`src/rtl/adc_capture_seq.sv`:
```
// adc_capture_seq: triggered ADC capture sequencer.
// A slow trigger sampler watches the ADC stream for a step of at least TRIG_DELTA.
// Once armed, that step starts a capture of 2**LOG2_N samples, taken one every SMP_DIV clocks.
// The samples are reduced on the fly to max/min/average, which are then held under a valid/ack handshake.
// Optional feature: define AUTO_REARM_EN so that acknowledging a result re-arms the sequencer
// instead of returning it to idle.
module adc_capture_seq #(
  parameter int DW          = 12,
  parameter int LOG2_N      = 10,
  parameter int SMP_DIV     = 98,
  parameter int TRIG_PERIOD = 100000,
  parameter int TRIG_DELTA  = 150,
  parameter int TRIG_FALL   = 1
) (
  input  logic          clk,
  input  logic          rst_n_i,
  input  logic [DW-1:0] data_i,
  input  logic          arm_i,
  input  logic          abort_i,
  output logic          busy_o,
  output logic          smp_strobe_o,
  output logic          res_valid_o,
  input  logic          res_ack_i,
  output logic [DW-1:0] res_max_o,
  output logic [DW-1:0] res_min_o,
  output logic [DW-1:0] res_aver_o
);

  localparam int TW   = (TRIG_PERIOD > 1) ? $clog2(TRIG_PERIOD) : 1;
  localparam int SW   = (SMP_DIV > 1) ? $clog2(SMP_DIV) : 1;
  localparam int SUMW = DW + LOG2_N;
  localparam logic [DW:0]   DELTA_W   = (DW+1)'(TRIG_DELTA);
  localparam logic [TW-1:0] TCNT_LAST = TW'(TRIG_PERIOD - 1);
  localparam logic [SW-1:0] SCNT_LAST = SW'(SMP_DIV - 1);

  typedef enum logic [1:0] {S_IDLE, S_ARMED, S_CAPTURE, S_DONE} state_t;

  // ---------------- trigger sampler ----------------
  logic [TW-1:0] tcnt_q;
  logic [DW-1:0] prev_q, cur_q;
  logic          trig_evt_q;
  logic          tick;
  logic          step_hit;
  logic [DW-1:0] step_diff;

  assign tick = (tcnt_q == TCNT_LAST);

  // Step test against the pair as it will be after this tick (prev<=cur, cur<=data).
  // The magnitude check is only taken when the direction is right, so the subtraction never wraps.
  generate
    if (TRIG_FALL != 0) begin : g_fall
      assign step_diff = cur_q - data_i;
      assign step_hit  = (cur_q > data_i) && ({1'b0, step_diff} >= DELTA_W);
    end else begin : g_rise
      assign step_diff = data_i - cur_q;
      assign step_hit  = (data_i > cur_q) && ({1'b0, step_diff} >= DELTA_W);
    end
  endgenerate

  // Free-running tick counter, prev/cur sample pair and a one-cycle trigger pulse.
  always_ff @(posedge clk) begin
    if (!rst_n_i) begin
      tcnt_q     <= '0;
      prev_q     <= '0;
      cur_q      <= '0;
      trig_evt_q <= 1'b0;
    end else begin
      tcnt_q     <= tick ? '0 : tcnt_q + TW'(1);
      trig_evt_q <= tick && step_hit;
      if (tick) begin
        prev_q <= cur_q;
        cur_q  <= data_i;
      end
    end
  end

  // ---------------- capture FSM ----------------
  state_t              state_q, state_d;
  logic [SW-1:0]       scnt_q, scnt_d;
  logic [LOG2_N-1:0]   idx_q, idx_d;
  logic [SUMW-1:0]     sum_q, sum_d, sum_f;
  logic [DW-1:0]       max_q, max_d, max_f;
  logic [DW-1:0]       min_q, min_d, min_f;
  logic [DW-1:0]       res_max_q, res_max_d;
  logic [DW-1:0]       res_min_q, res_min_d;
  logic [DW-1:0]       res_aver_q, res_aver_d;
  logic                busy_q, strobe_q, valid_q;

  assign max_f = (data_i > max_q) ? data_i : max_q;
  assign min_f = (data_i < min_q) ? data_i : min_q;
  assign sum_f = sum_q + SUMW'(data_i);

  // Next-state, accumulator and result-latch logic; abort overrides everything.
  always_comb begin
    state_d    = state_q;
    scnt_d     = scnt_q;
    idx_d      = idx_q;
    sum_d      = sum_q;
    max_d      = max_q;
    min_d      = min_q;
    res_max_d  = res_max_q;
    res_min_d  = res_min_q;
    res_aver_d = res_aver_q;
    case (state_q)
      S_IDLE: begin
        if (arm_i) state_d = S_ARMED;
      end
      S_ARMED: begin
        if (trig_evt_q) begin
          state_d = S_CAPTURE;
          scnt_d  = '0;
          idx_d   = '0;
          sum_d   = '0;
          max_d   = '0;
          min_d   = '1;
        end
      end
      S_CAPTURE: begin
        if (scnt_q == SCNT_LAST) begin
          scnt_d = '0;
          idx_d  = idx_q + LOG2_N'(1);
          sum_d  = sum_f;
          max_d  = max_f;
          min_d  = min_f;
          if (idx_q == '1) begin
            state_d    = S_DONE;
            res_max_d  = max_f;
            res_min_d  = min_f;
            res_aver_d = sum_f[SUMW-1:LOG2_N];
          end
        end else begin
          scnt_d = scnt_q + SW'(1);
        end
      end
      S_DONE: begin
        if (res_ack_i) begin
`ifdef AUTO_REARM_EN
          state_d = S_ARMED;
`else
          state_d = S_IDLE;
`endif
        end
      end
      default: state_d = S_IDLE;
    endcase
    if (abort_i) begin
      state_d    = S_IDLE;
      res_max_d  = res_max_q;
      res_min_d  = res_min_q;
      res_aver_d = res_aver_q;
    end
  end

  // State, accumulators and registered outputs (derived from next state so they align with it).
  always_ff @(posedge clk) begin
    if (!rst_n_i) begin
      state_q    <= S_IDLE;
      scnt_q     <= '0;
      idx_q      <= '0;
      sum_q      <= '0;
      max_q      <= '0;
      min_q      <= '0;
      res_max_q  <= '0;
      res_min_q  <= '0;
      res_aver_q <= '0;
      busy_q     <= 1'b0;
      strobe_q   <= 1'b0;
      valid_q    <= 1'b0;
    end else begin
      state_q    <= state_d;
      scnt_q     <= scnt_d;
      idx_q      <= idx_d;
      sum_q      <= sum_d;
      max_q      <= max_d;
      min_q      <= min_d;
      res_max_q  <= res_max_d;
      res_min_q  <= res_min_d;
      res_aver_q <= res_aver_d;
      busy_q     <= (state_d == S_ARMED) || (state_d == S_CAPTURE);
      strobe_q   <= (state_d == S_CAPTURE) && (scnt_d == SCNT_LAST);
      valid_q    <= (state_d == S_DONE);
    end
  end

  assign busy_o       = busy_q;
  assign smp_strobe_o = strobe_q;
  assign res_valid_o  = valid_q;
  assign res_max_o    = res_max_q;
  assign res_min_o    = res_min_q;
  assign res_aver_o   = res_aver_q;

endmodule

```
`config.mk`:
```
export PLATFORM = sky130hd
export DESIGN_NAME = adc_capture_seq
export DESIGN_NICKNAME = d
export VERILOG_FILES = /design/src/rtl/adc_capture_seq.sv
export SDC_FILE = /design/constraint.sdc
export NUM_CORES = 1
export LEC_CHECK = 0
export CORE_MARGIN = 10
export CORE_UTILIZATION = 42
export CTS_BUF_LIST = sky130_fd_sc_hd__clkbuf_16
export DETAILED_ROUTE_END_ITERATION = 6
export PLACE_DENSITY = 0.6
export RECOVER_POWER = 100
export SYNTH_ARGS = -nofsm -noshare
export SYNTH_HDL_FRONTEND = slang
export SYNTH_SLANG_ARGS = --single-unit
```
`constraint.sdc`:
```
create_clock -name clk -period 3.35 [get_ports clk]
set_clock_uncertainty 0.15 [all_clocks]
set_input_delay 0.67 -clock clk [delete_from_list [all_inputs] [get_ports clk]]
set_output_delay 0.67 -clock clk [all_outputs]
set_load 0.02 [all_outputs]
```
==> results by group <==
CTS
  • Clock Tree Buf Depth: 2
  • Setup bufs post-CTS: 0
  • Clock slew at reported path FFs: roughly 0.060 ns
  • H-tree depth: 4
  • CTS buffer count: 17
  • TritonCTS clock tree: yes
  • Root Driver: clkbuf_16
  • Clk sink count: 134
  • Clk Latency, worst-skew pair: 0.42 ns

Power and ir drop
  • Pwr per Cell Area: roughly 430 nW/um^2
  • Leak: 3.80 nW
  • Part of the power in the clock network: 0.494
  • Gate power share: 0.098
  • Pint: 3.02 mW
  • Peak VDD IR: between 0.3 and 0.4 mV
  • Sequential cell fraction of total power: 0.408
  • Sw Pwr: around 0.97 mW
  • Switching Share: 0.243

Layout
  • Fin util: 0.531
  • Layout cell share with drive strength beyond 1: 0.120
  • Leading cell type in the layout, fill and taps excluded: dfxtp_1
  • Most frequent cells in the layout: 134 x dfxtp_1, 85 x a21oi_1, 71 x nand2_1
  • Final net count: between 1000 and 1500
  • Area grow syn2layout: 23.8%
  • Antenna diode count: 0

Setup path
  • R2R Path End: tcnt_q[5]$_SDFF_PP0_
  • Worst setup path class: in2reg
  • CP Max Fanout: 6
  • Critical path cell sequence: clkdlybuf4s50_1 -> clkbuf_1 -> ha_1 -> a21o_1 -> nand4_1 -> a21oi_1 -> o21ai_0 -> buf_4 -> or3_1 -> nand3_1
  • Worst path slowest cell: a21oi_1
  • Setup crit start: data_i[1]
  • Critical Path RT: about 3.6 ns
  • Reg2reg path depth: 5
  • Setup crit start kind: input port
  • Worst Setup EP: sum_q[13]$_SDFFE_PN0P_
  • Max incr delay on CP: just under 0.6 ns
  • Crit. End Element: flip-flop
  • R2R Setup Slk: between 0.4 and 0.5 ns
  • Critical path arrival: about 3.4 ns
  • Start of the worst register-to-register path: tcnt_q[14]$_SDFF_PP0_

Global routing
  • Vias in the first global route: 6414
  • Pin count of the biggest net entering global routing: 74
  • Number of antenna violations at the first check in global routing: 0
  • Overall Global Routing Usage: 0.167
  • Overflow after GRT: 0
  • GRT met1 Usage: 0.225
  • Busiest grt layer: met2
  • Met3 Resource Use GR: 0.0337
  • First-pass GRT wire length: roughly 33 mm
  • Met2 Use GR: 0.267

Run status
  • Outcome: complete, no violations

Die
  • Initial core utilization: 0.429
  • Die Wd: roughly 150 um
  • I/O pins: 56
  • Row count: between 40 and 50
  • Chip Height: roughly 150 um
  • CORE AREA: approximately 17000 um^2
  • Die ar.: 23500 um^2

Drt
  • Final wirelength: roughly 20 mm
  • Initial DRT Pass Iterations: 5
  • Avg Vias per Cell: around 5.5
  • # DRC: 0
  • Routed Antenna Nets: 0
  • Routed WL per cell: approximately 16 um
  • Starting DRT DRC Count: 338
  • DR vias: about 6700

Yosys
  • Post-Synthesis Cell Area: approximately 7400 um^2
  • Register area share after synthesis: 0.360
  • Top_reg_cell synth: dfxtp_1
  • Number of synthesized flops with an enable pin: 0
  • Post-Syn Nets: 950
  • Synth warn: 0
  • Syn Inst Count: 874
  • Mean post-synth cell area: ~8.5 um^2
  • Flops & latches, synth: 134
  • Synth cell types: 69
  • Async set or reset register ratio after synthesis: 0

STA
  • Endpoints failing hold: 0
  • Slew Limit Fails: 0
  • Relative slew slack: 0.168
  • # setup viols final: 0
  • Fmax achieved: around 0.32 GHz
  • RSZ-0062 raised after global routing: no
  • Setup WS post-layout: just under 0.2 ns
  • Final worst path period need: roughly 3.2 ns
  • Worst-margin pin slew: 1.25 ns
  • Final period utilization: 0.941

Run
  • Max Cap Viol: 0

Hold path
  • Hold Path Depth: 1
  • Hold WC Path Type: reg2reg

Place
  • Routability cong.: between 0.8 and 0.9
  • Pre-CTS WS: -0.147 ns
  • Dpl hpwl: 14.1 mm
  • Port Buffers: between 50 and 60
[Yosys cell counts (3+ instances only)]
library cell / n / area share
dfxtp_1: 134 / 0.36
a21oi_1: 85 / 0.057
nand2_1: 70 / 0.035
o21ai_0: 61 / 0.041
ha_1: 57 / 0.096
nor2_1: 56 / 0.028
inv_1: 48 / 0.024
nand3_1: 40 / 0.027
clkbuf_1: 30 / 0.015
xor2_1: 25 / 0.029
mux2i_1: 24 / 0.032
xnor2_1: 19 / 0.022
nand4_1: 17 / 0.014
a32o_1: 15 / 0.020
a21o_1: 14 / 0.014
nor3_1: 14 / 0.0094
o221a_2: 13 / 0.020
nor2b_1: 10 / 0.0084
or4_1: 9 / 0.0091
a31oi_1: 8 / 0.0067
and3_1: 8 / 0.0067
buf_2: 8 / 0.0054
nand2b_1: 8 / 0.0067
or3_1: 8 / 0.0067
a211oi_1: 6 / 0.0060
nor4_1: 6 / 0.0050
and2_1: 5 / 0.0042
o21bai_1: 5 / 0.0050
o31ai_1: 4 / 0.0040
or2_2: 4 / 0.0034
and4_1: 3 / 0.0035
mux2_2: 3 / 0.0045
nand3b_1: 3 / 0.0030
nor3b_1: 3 / 0.0030
o211ai_1: 3 / 0.0030
o21a_1: 3 / 0.0030
o22ai_1: 3 / 0.0025
o311ai_0: 3 / 0.0035
o41ai_1: 3 / 0.0035
[kinds of logic (layout without fill, tap and decap cells)]
family / after synthesis / after routing / synth area share
AOI/OAI and AO/OA: 246 / 246 / 0.213
xor gates and xnor gates: 44 / 44 / 0.0517
adders and majority gates: 59 / 59 / 0.101
buffers and inverters: 90 / 211 / 0.0492
DFF: 134 / 134 / 0.360
muxes: 27 / 27 / 0.0368
and+or+nand+nor: 274 / 274 / 0.188
[through the flow]
step / cell area [um^2] / std cells / total power, mW / TNS [ns] / hold WS (ns)
after floorplan: 7450 / 874 / 1.90 / 0 / 0.268
after detailed placement: 8690 / 1189 / 2.06 / -1.25 / 0.290
after global routing: 9220 / 1220 / 4.13 / 0 / 0.326
after CTS: 9300 / 1220 / 4.04 / 0 / 0.300
after global placement: 8690 / 1189 / 2.06 / -1.16 / 0.278
final: 9220 / 1220 / 3.98 / 0 / 0.301
[area by class of cell]
cell class                 count  area, um^2
clock buffer                  17         425
clock inverter                14         184
fill                        1671        8130
inverter                      48         180
multi-input combinational    650        4390
sequential                   134        2680
tap                          225         282
timing repair buffer         132        1080
[how the worst min path moves through the flow]
stage                                      from               endpoint  slack, ns
after detailed placement   tcnt_q[0]$_SDFF_PP0_   tcnt_q[0]$_SDFF_PP0_       0.29
final                      tcnt_q[0]$_SDFF_PP0_   tcnt_q[0]$_SDFF_PP0_       0.30
after global placement     tcnt_q[0]$_SDFF_PP0_   tcnt_q[0]$_SDFF_PP0_       0.28
after floorplan            tcnt_q[0]$_SDFF_PP0_   tcnt_q[0]$_SDFF_PP0_       0.27
after CTS                  tcnt_q[0]$_SDFF_PP0_   tcnt_q[0]$_SDFF_PP0_       0.30
after global routing      cur_q[5]$_SDFFE_PN0P_  cur_q[5]$_SDFFE_PN0P_       0.33
[flip-flops by register name (all words and copies together), names as in the netlist, 7 cells and up]
| signal | count |
|---|---|
| sum_q | 22 |
| tcnt_q | 17 |
| cur_q | 12 |
| max_q | 12 |
| min_q | 12 |
| res_aver_o | 12 |
| res_max_o | 12 |
| res_min_o | 12 |
| idx_q | 10 |
| scnt_q | 7 |
[layer usage]
metal  wire, um  vias to the layer above
li1           -                     3417
met4        155                        0
met3        755                       13
met1       9860                     3141
met2       8900                       86
met5          0                        -
[worst max-delay path, delay by kind of cell]
kind            cells  cell delay, ns
buf+inv             3            0.85
compound gates      3            1.00
fa+ha+maj           1            0.30
simple gates        3            0.51
[power groups by stage]
| stage | Sequential (mW) | Combinational, mW | Clock (mW) |
|---|---|---|---|
| 2_1_floorplan | 1.66 | 0.240 | 0 |
| 3_3_place_gp | 1.66 | 0.400 | 0 |
| 3_5_place_dp | 1.66 | 0.401 | 0 |
| 4_1_cts | 1.63 | 0.404 | 2.01 |
| 5_1_grt | 1.63 | 0.438 | 2.07 |
| 6_report | 1.63 | 0.392 | 1.97 |
[what timing repair did]
| item | 4_1_cts | 5_1_grt |
|---|---|---|
| endpoints found under the setup margin | 0 | 1 |
| gates resized for setup | 0 | 1 |
| endpoints found under the hold margin | 0 | 0 |
| hold buffers | 0 | 0 |
No activity file was read; power rests on OpenSTA's default activity.
